==> config.mk <==
export PLATFORM = sky130hd
export DESIGN_NAME = mem_port_arbiter
export DESIGN_NICKNAME = d
export VERILOG_FILES = /design/src/rtl/mem_port_arbiter.sv
export SDC_FILE = /design/constraint.sdc
export NUM_CORES = 1
export LEC_CHECK = 0
export CORE_MARGIN = 8
export CORE_UTILIZATION = 52
export DETAILED_ROUTE_END_ITERATION = 8
export GPL_TIMING_DRIVEN = 0
export PLACE_DENSITY = 0.8
export SLEW_MARGIN = 30
export SYNTH_ARGS = -nofsm -noshare
export SYNTH_HDL_FRONTEND = slang
export SYNTH_SLANG_ARGS = --single-unit
==> constraint.sdc <==
create_clock -name clk -period 2.6 [get_ports clk]
set_input_delay 0.52 -clock clk [delete_from_list [all_inputs] [get_ports clk]]
set_output_delay 0.52 -clock clk [all_outputs]
set_load 0.02 [all_outputs]
==> src/rtl/mem_port_arbiter.sv <==
// Round-robin arbiter and handshake sequencer for the shared memory port.
// Picks one of four requesters, drives the mux select and releases on response or timeout.
module mem_port_arbiter #(
    parameter int unsigned TIMEOUT = 255
) (
    input  logic       clk,
    input  logic       rst_n,
    input  logic [3:0] req,
    output logic [3:0] gnt,
    output logic [1:0] sel,
    output logic       mem_valid,
    input  logic       mem_ready,
    input  logic       mem_resp,
    output logic [3:0] done,
    output logic       err,
    output logic       busy
);

    localparam int unsigned CW = (TIMEOUT < 2) ? 1 : $clog2(TIMEOUT + 1);
    localparam logic [CW-1:0] CNT_LAST = CW'((TIMEOUT == 0) ? 0 : TIMEOUT - 1);
    localparam bit TO_EN = (TIMEOUT != 0);

    typedef enum logic [1:0] {
        ST_IDLE = 2'd0,
        ST_REQ  = 2'd1,
        ST_WAIT = 2'd2
    } state_t;

    state_t        state, state_d;
    logic [1:0]    ptr, ptr_d;
    logic [CW-1:0] cnt, cnt_d;
    logic [3:0]    gnt_d;
    logic [1:0]    sel_d;
    logic          mem_valid_d;
    logic [3:0]    done_d;
    logic          err_d;
    logic          busy_d;

    // Rotate requests so bit 0 is the requester at ptr, then take the lowest set bit.
    logic [7:0] req_dbl;
    logic [3:0] req_rot;
    logic [1:0] win_off;
    logic [1:0] win;
    logic       win_vld;

    always_comb begin
        req_dbl = {req, req};
        req_rot = 4'(req_dbl >> ptr);
        win_off = 2'd0;
        win_vld = 1'b0;
        for (int i = 3; i >= 0; i--) begin
            if (req_rot[i]) begin
                win_off = 2'(i);
                win_vld = 1'b1;
            end
        end
        win = ptr + win_off;
    end

    always_comb begin
        state_d     = state;
        ptr_d       = ptr;
        cnt_d       = '0;
        gnt_d       = gnt;
        sel_d       = sel;
        mem_valid_d = 1'b0;
        done_d      = 4'b0000;
        err_d       = 1'b0;

        case (state)
            ST_IDLE: begin
                gnt_d = 4'b0000;
                if (win_vld) begin
                    state_d     = ST_REQ;
                    gnt_d       = 4'b0001 << win;
                    sel_d       = win;
                    mem_valid_d = 1'b1;
                end
            end
            ST_REQ: begin
                if (mem_ready) begin
                    state_d = ST_WAIT;
                end else if (!req[sel]) begin
                    // Abort keeps ptr so the requester retains its priority.
                    state_d = ST_IDLE;
                    gnt_d   = 4'b0000;
                end else begin
                    mem_valid_d = 1'b1;
                end
            end
            ST_WAIT: begin
                if (mem_resp) begin
                    state_d = ST_IDLE;
                    gnt_d   = 4'b0000;
                    done_d  = gnt;
                    ptr_d   = sel + 2'd1;
                end else if (TO_EN && (cnt == CNT_LAST)) begin
                    state_d = ST_IDLE;
                    gnt_d   = 4'b0000;
                    err_d   = 1'b1;
                    ptr_d   = sel + 2'd1;
                end else begin
                    cnt_d = (&cnt) ? cnt : cnt + CW'(1);
                end
            end
            default: begin
                state_d = ST_IDLE;
                gnt_d   = 4'b0000;
            end
        endcase

        busy_d = (state_d != ST_IDLE);
    end

    always_ff @(posedge clk or negedge rst_n) begin
        if (!rst_n) begin
            state     <= ST_IDLE;
            ptr       <= 2'd0;
            cnt       <= '0;
            gnt       <= 4'b0000;
            sel       <= 2'd0;
            mem_valid <= 1'b0;
            done      <= 4'b0000;
            err       <= 1'b0;
            busy      <= 1'b0;
        end else begin
            state     <= state_d;
            ptr       <= ptr_d;
            cnt       <= cnt_d;
            gnt       <= gnt_d;
            sel       <= sel_d;
            mem_valid <= mem_valid_d;
            done      <= done_d;
            err       <= err_d;
            busy      <= busy_d;
        end
    end

endmodule

==> implementation parameters <==
Parameter                              Value

Setup path
  Largest stage delay on the critical path ... about 620 ps
  Crit-path cells ... clkdlybuf4s50_1, inv_1, o21ai_0, a21oi_1, a211oi_1, a21oi_1, ha_1, xnor2_1, xnor2_2, mux2_4
  Required time of the worst setup path ... 2800 ps
  Crit path DAT ... 2690 ps
  Terminus of the critical flop-to-flop path ... sel[1]
  Total buffers and inverters traversed by the critical path ... 2
  Critical-path top delay cell ... clkdlybuf4s50_1
  Largest delay share family, worst path ... buffers and inverters
  Most prevalent standard cell on the critical path ... a21oi_1
  Cell count of the worst reg-to-reg path ... 9
  Slack of the worst reg-to-reg path ... 510 ps
  Critical Path Sink Type ... flip-flop
  Class of the most critical setup path ... in -> reg
  Critical path peak fanout ... 8
  Startpoint of the worst register-to-register path ... ptr[1]
  Startpoint type of the worst setup path ... input port

Global routing
  Congestion Overflow GR ... 0
  Antenna violations before repair ... 0
  Maximum number of pins on one net before global-route repair ... 26
  Number of global-route vias before repair ... about 1000
  Global-route usage over all layers ... 12.97%
  Wire length of the first global-routing pass ... 4450 um

Layout
  Final cell utilization of the core ... a little under two thirds
  Area occupied by multi-input gates ... roughly 600 um2
  Area overhead of the layout relative to synthesis ... 20.45%
  Fraction of final layout cells sized beyond drive strength 1 ... 6.122%
  Nets@finish ... between 150 and 200
  Number of standard cells in the final layout excluding fillers ... between 150 and 200
  Antenna diode instance count ... 0
  Finished layout cell area ... 1525 um2
  Total area of sequential cells ... about 630 um2
  Number of filler cells placed in the layout ... 207

Flow run
  Number of max-capacitance violations reported ... 0

Timing
  Setup Skew ... about 5.6 ps
  Count of final hold-check violations ... 0
  Fmax achieved ... 402.1 MHz
  Worst Max-Slew Pin Slew ... 603.3 ps
  RSZ-0062 raised after global routing ... false
  Setup-violating endpoint count in the final report ... 0
  Shortest clock period the worst path allows after layout ... 2487 ps
  Fin worst setup slack ... 113.0 ps
  Ratio of final minimum period to clock period ... 95.65%
  Relative max-transition margin ... 59.47%
  Max-slew violation count ... 0

Detailed routing
  Number of iterations in the first detailed-routing pass ... 4
  DRC ... 0
  Detailed-route wire length per cell ... around 15 um
  Routed vias/inst ... 5.599
  DRC marker count from the first detailed-route iteration ... between 40 and 50
  Number of vias in the routed layout ... between 900 and 1000
  Residual antenna-violating net count after detailed routing ... 0
  Final routed wirelength across all metal layers ... 2673 um

Placement
  Detail Placement HPWL ... 2024 um
  Pre-CTS setup slack ... -201.2 ps
  Port Buffer Count ... 20
  Cell total after placement ... between 150 and 200
  Cell Area, Placed ... 1499 um2
  Placer Congestion ... ~0.8

Clock network
  Clock transition at the register clock pins on the worst setup and hold paths after CTS ... 130 ps
  CTS Sinks ... 25
  Gates resized, CTS repair ... 0
  Clock tree from TritonCTS ... built
  Clock Path Buffers ... 2
  Root buffer cell ... clkbuf_4
  Post-cts hold buffer count ... 0
  Depth of the CTS H-tree ... 1
  Number of buffers inserted by post-CTS setup repair ... 0
  Clock insertion delay at the later pin of the skew report ... 300 ps
  Number of buffers inserted during clock tree synthesis ... 3

Yosys
  Post-synthesis sequential element count ... 25
  Total nets after synthesis ... 134
  Yosys top cell area share ... 49.41%
  EDFF count, synth ... 0
  Part of the Yosys area used for sequential elements ... 49.41%
  Flip-flop cell with the highest count after synthesis ... dfrtp_1
  Yosys warning total ... 0
  Synthesized area per cell ... 10.29 um2
  Synth Instances ... 123
  Biggest area contributors in the synthesized netlist ... dfrtp_1, nor2_1, nand2_1
  Distinct cell type count after synthesis ... 37
  Most frequent cells after synthesis ... dfrtp_1, nor2_1, nand2_1
  Yosys top cell by area ... dfrtp_1
  Most frequent cell after synthesis ... dfrtp_1
  Asr flop ratio synth ... 100.0%
  Netlist Area Pre-Place ... about 1300 um2

Worst hold path
  Type of the tightest min-delay check ... in -> async

Die
  Core area ... around 2400 um2
  Rows ... 18
  Initial Utilization ... 53.04%
  Die height ... approximately 65 um
  Width of the die ... 65.35 um
  I/O pin count ... 21
  Area enclosed by the die boundary ... 4270 um2

Power
  Power density relative to cell area ... 915.6 nW/um2
  Leakage dissipation ... 0.0006807 uW
  Total internal power ... between 800 and 900 uW
  Switching Fraction ... about two fifths
  IR Drop Worst-Case VDD ... between 0.6 and 0.7 mV
  Net switching power of the design ... 537.7 uW
  Sequential Power Share ... 40.2%
  Power consumption ... 1396 uW
  Part of the total power dissipated in the clock network ... 11.9%
  Share of total power in combinational logic ... 47.9%

Outcome
  Outcome ... finished clean
==> power groups by stage <==
| stage | clock network, uW | registers (uW) | logic (uW) |
|---|---|---|---|
| 2_1_floorplan | 0 | 612 | 403 |
| 3_3_place_gp | 0 | 564 | 645 |
| 3_5_place_dp | 0 | 567 | 669 |
| 4_1_cts | 169 | 559 | 676 |
| 5_1_grt | 183 | 574 | 725 |
| 6_report | 166 | 561 | 670 |
==> flip-flops by register name, indices dropped and copies added, names as in the netlist <==
| register | flops |
|---|---|
| sel | 2 |
| err | 1 |
| state | 2 |
| mem_valid | 1 |
| ptr | 2 |
| cnt | 8 |
| busy | 1 |
| gnt | 4 |
| done | 4 |
==> cell usage in the layout, fill, tap and decap left out, types with 4 or more instances in the layout <==
| master | n |
|---|---|
| dfrtp_1 | 25 |
| and3_1 | 5 |
| nor3b_1 | 4 |
| nor2_1 | 14 |
| nand2_1 | 13 |
| nor3_1 | 5 |
| clkdlybuf4s50_1 | 19 |
| a211oi_1 | 4 |
| a21oi_1 | 5 |
| xnor2_1 | 4 |
| inv_1 | 6 |
==> layout make-up <==
class	instances	area share [%]
tap	30	2.461
timing repair buffer	20	12.80
multi-input combinational	91	39.79
inverter	6	1.477
buffer	1	0.7383
clock buffer	4	1.723
sequential	25	41.02
==> layer usage <==
metal / GRT usage, % / routed length [um] / vias up
met5: 0 / 0 / -
met4: 4.905 / 17 / 0
met3: 3.231 / 146 / 2
met2: 24.72 / 1399 / 25
met1: 13.13 / 1110 / 477
li1: - / - / 487
==> kinds of logic after synthesis <==
group	after synthesis	share of synthesized area, %
simple gates	56	23.22
buf+inv	7	2.668
compound gates	22	12.25
flops	25	49.41
mux	3	4.051
fa+ha+maj	3	2.965
xor+xnor	7	5.435
==> metrics by stage <==
stage          hold slack (ps)  TNS [ps]
4_1_cts                  190.7         0
3_3_place_gp             495.0    -77.14
5_1_grt                  210.3         0
3_5_place_dp             521.5    -710.0
2_1_floorplan            224.4         0
6_report                 180.7         0
==> worst max-delay path by stage <==
stage | from | end | slack, ps | cells past startpoint
floorplan | req[1] | sel[1] | 660 | 9
global placement | req[1] | sel[1] | -50 | 10
detailed placement | req[1] | sel[1] | -200 | 10
CTS | req[1] | sel[1] | 130 | 10
global route | req[1] | sel[1] | 50 | 10
finish | req[1] | sel[1] | 110 | 10
No activity file was read; power rests on OpenSTA's default activity.
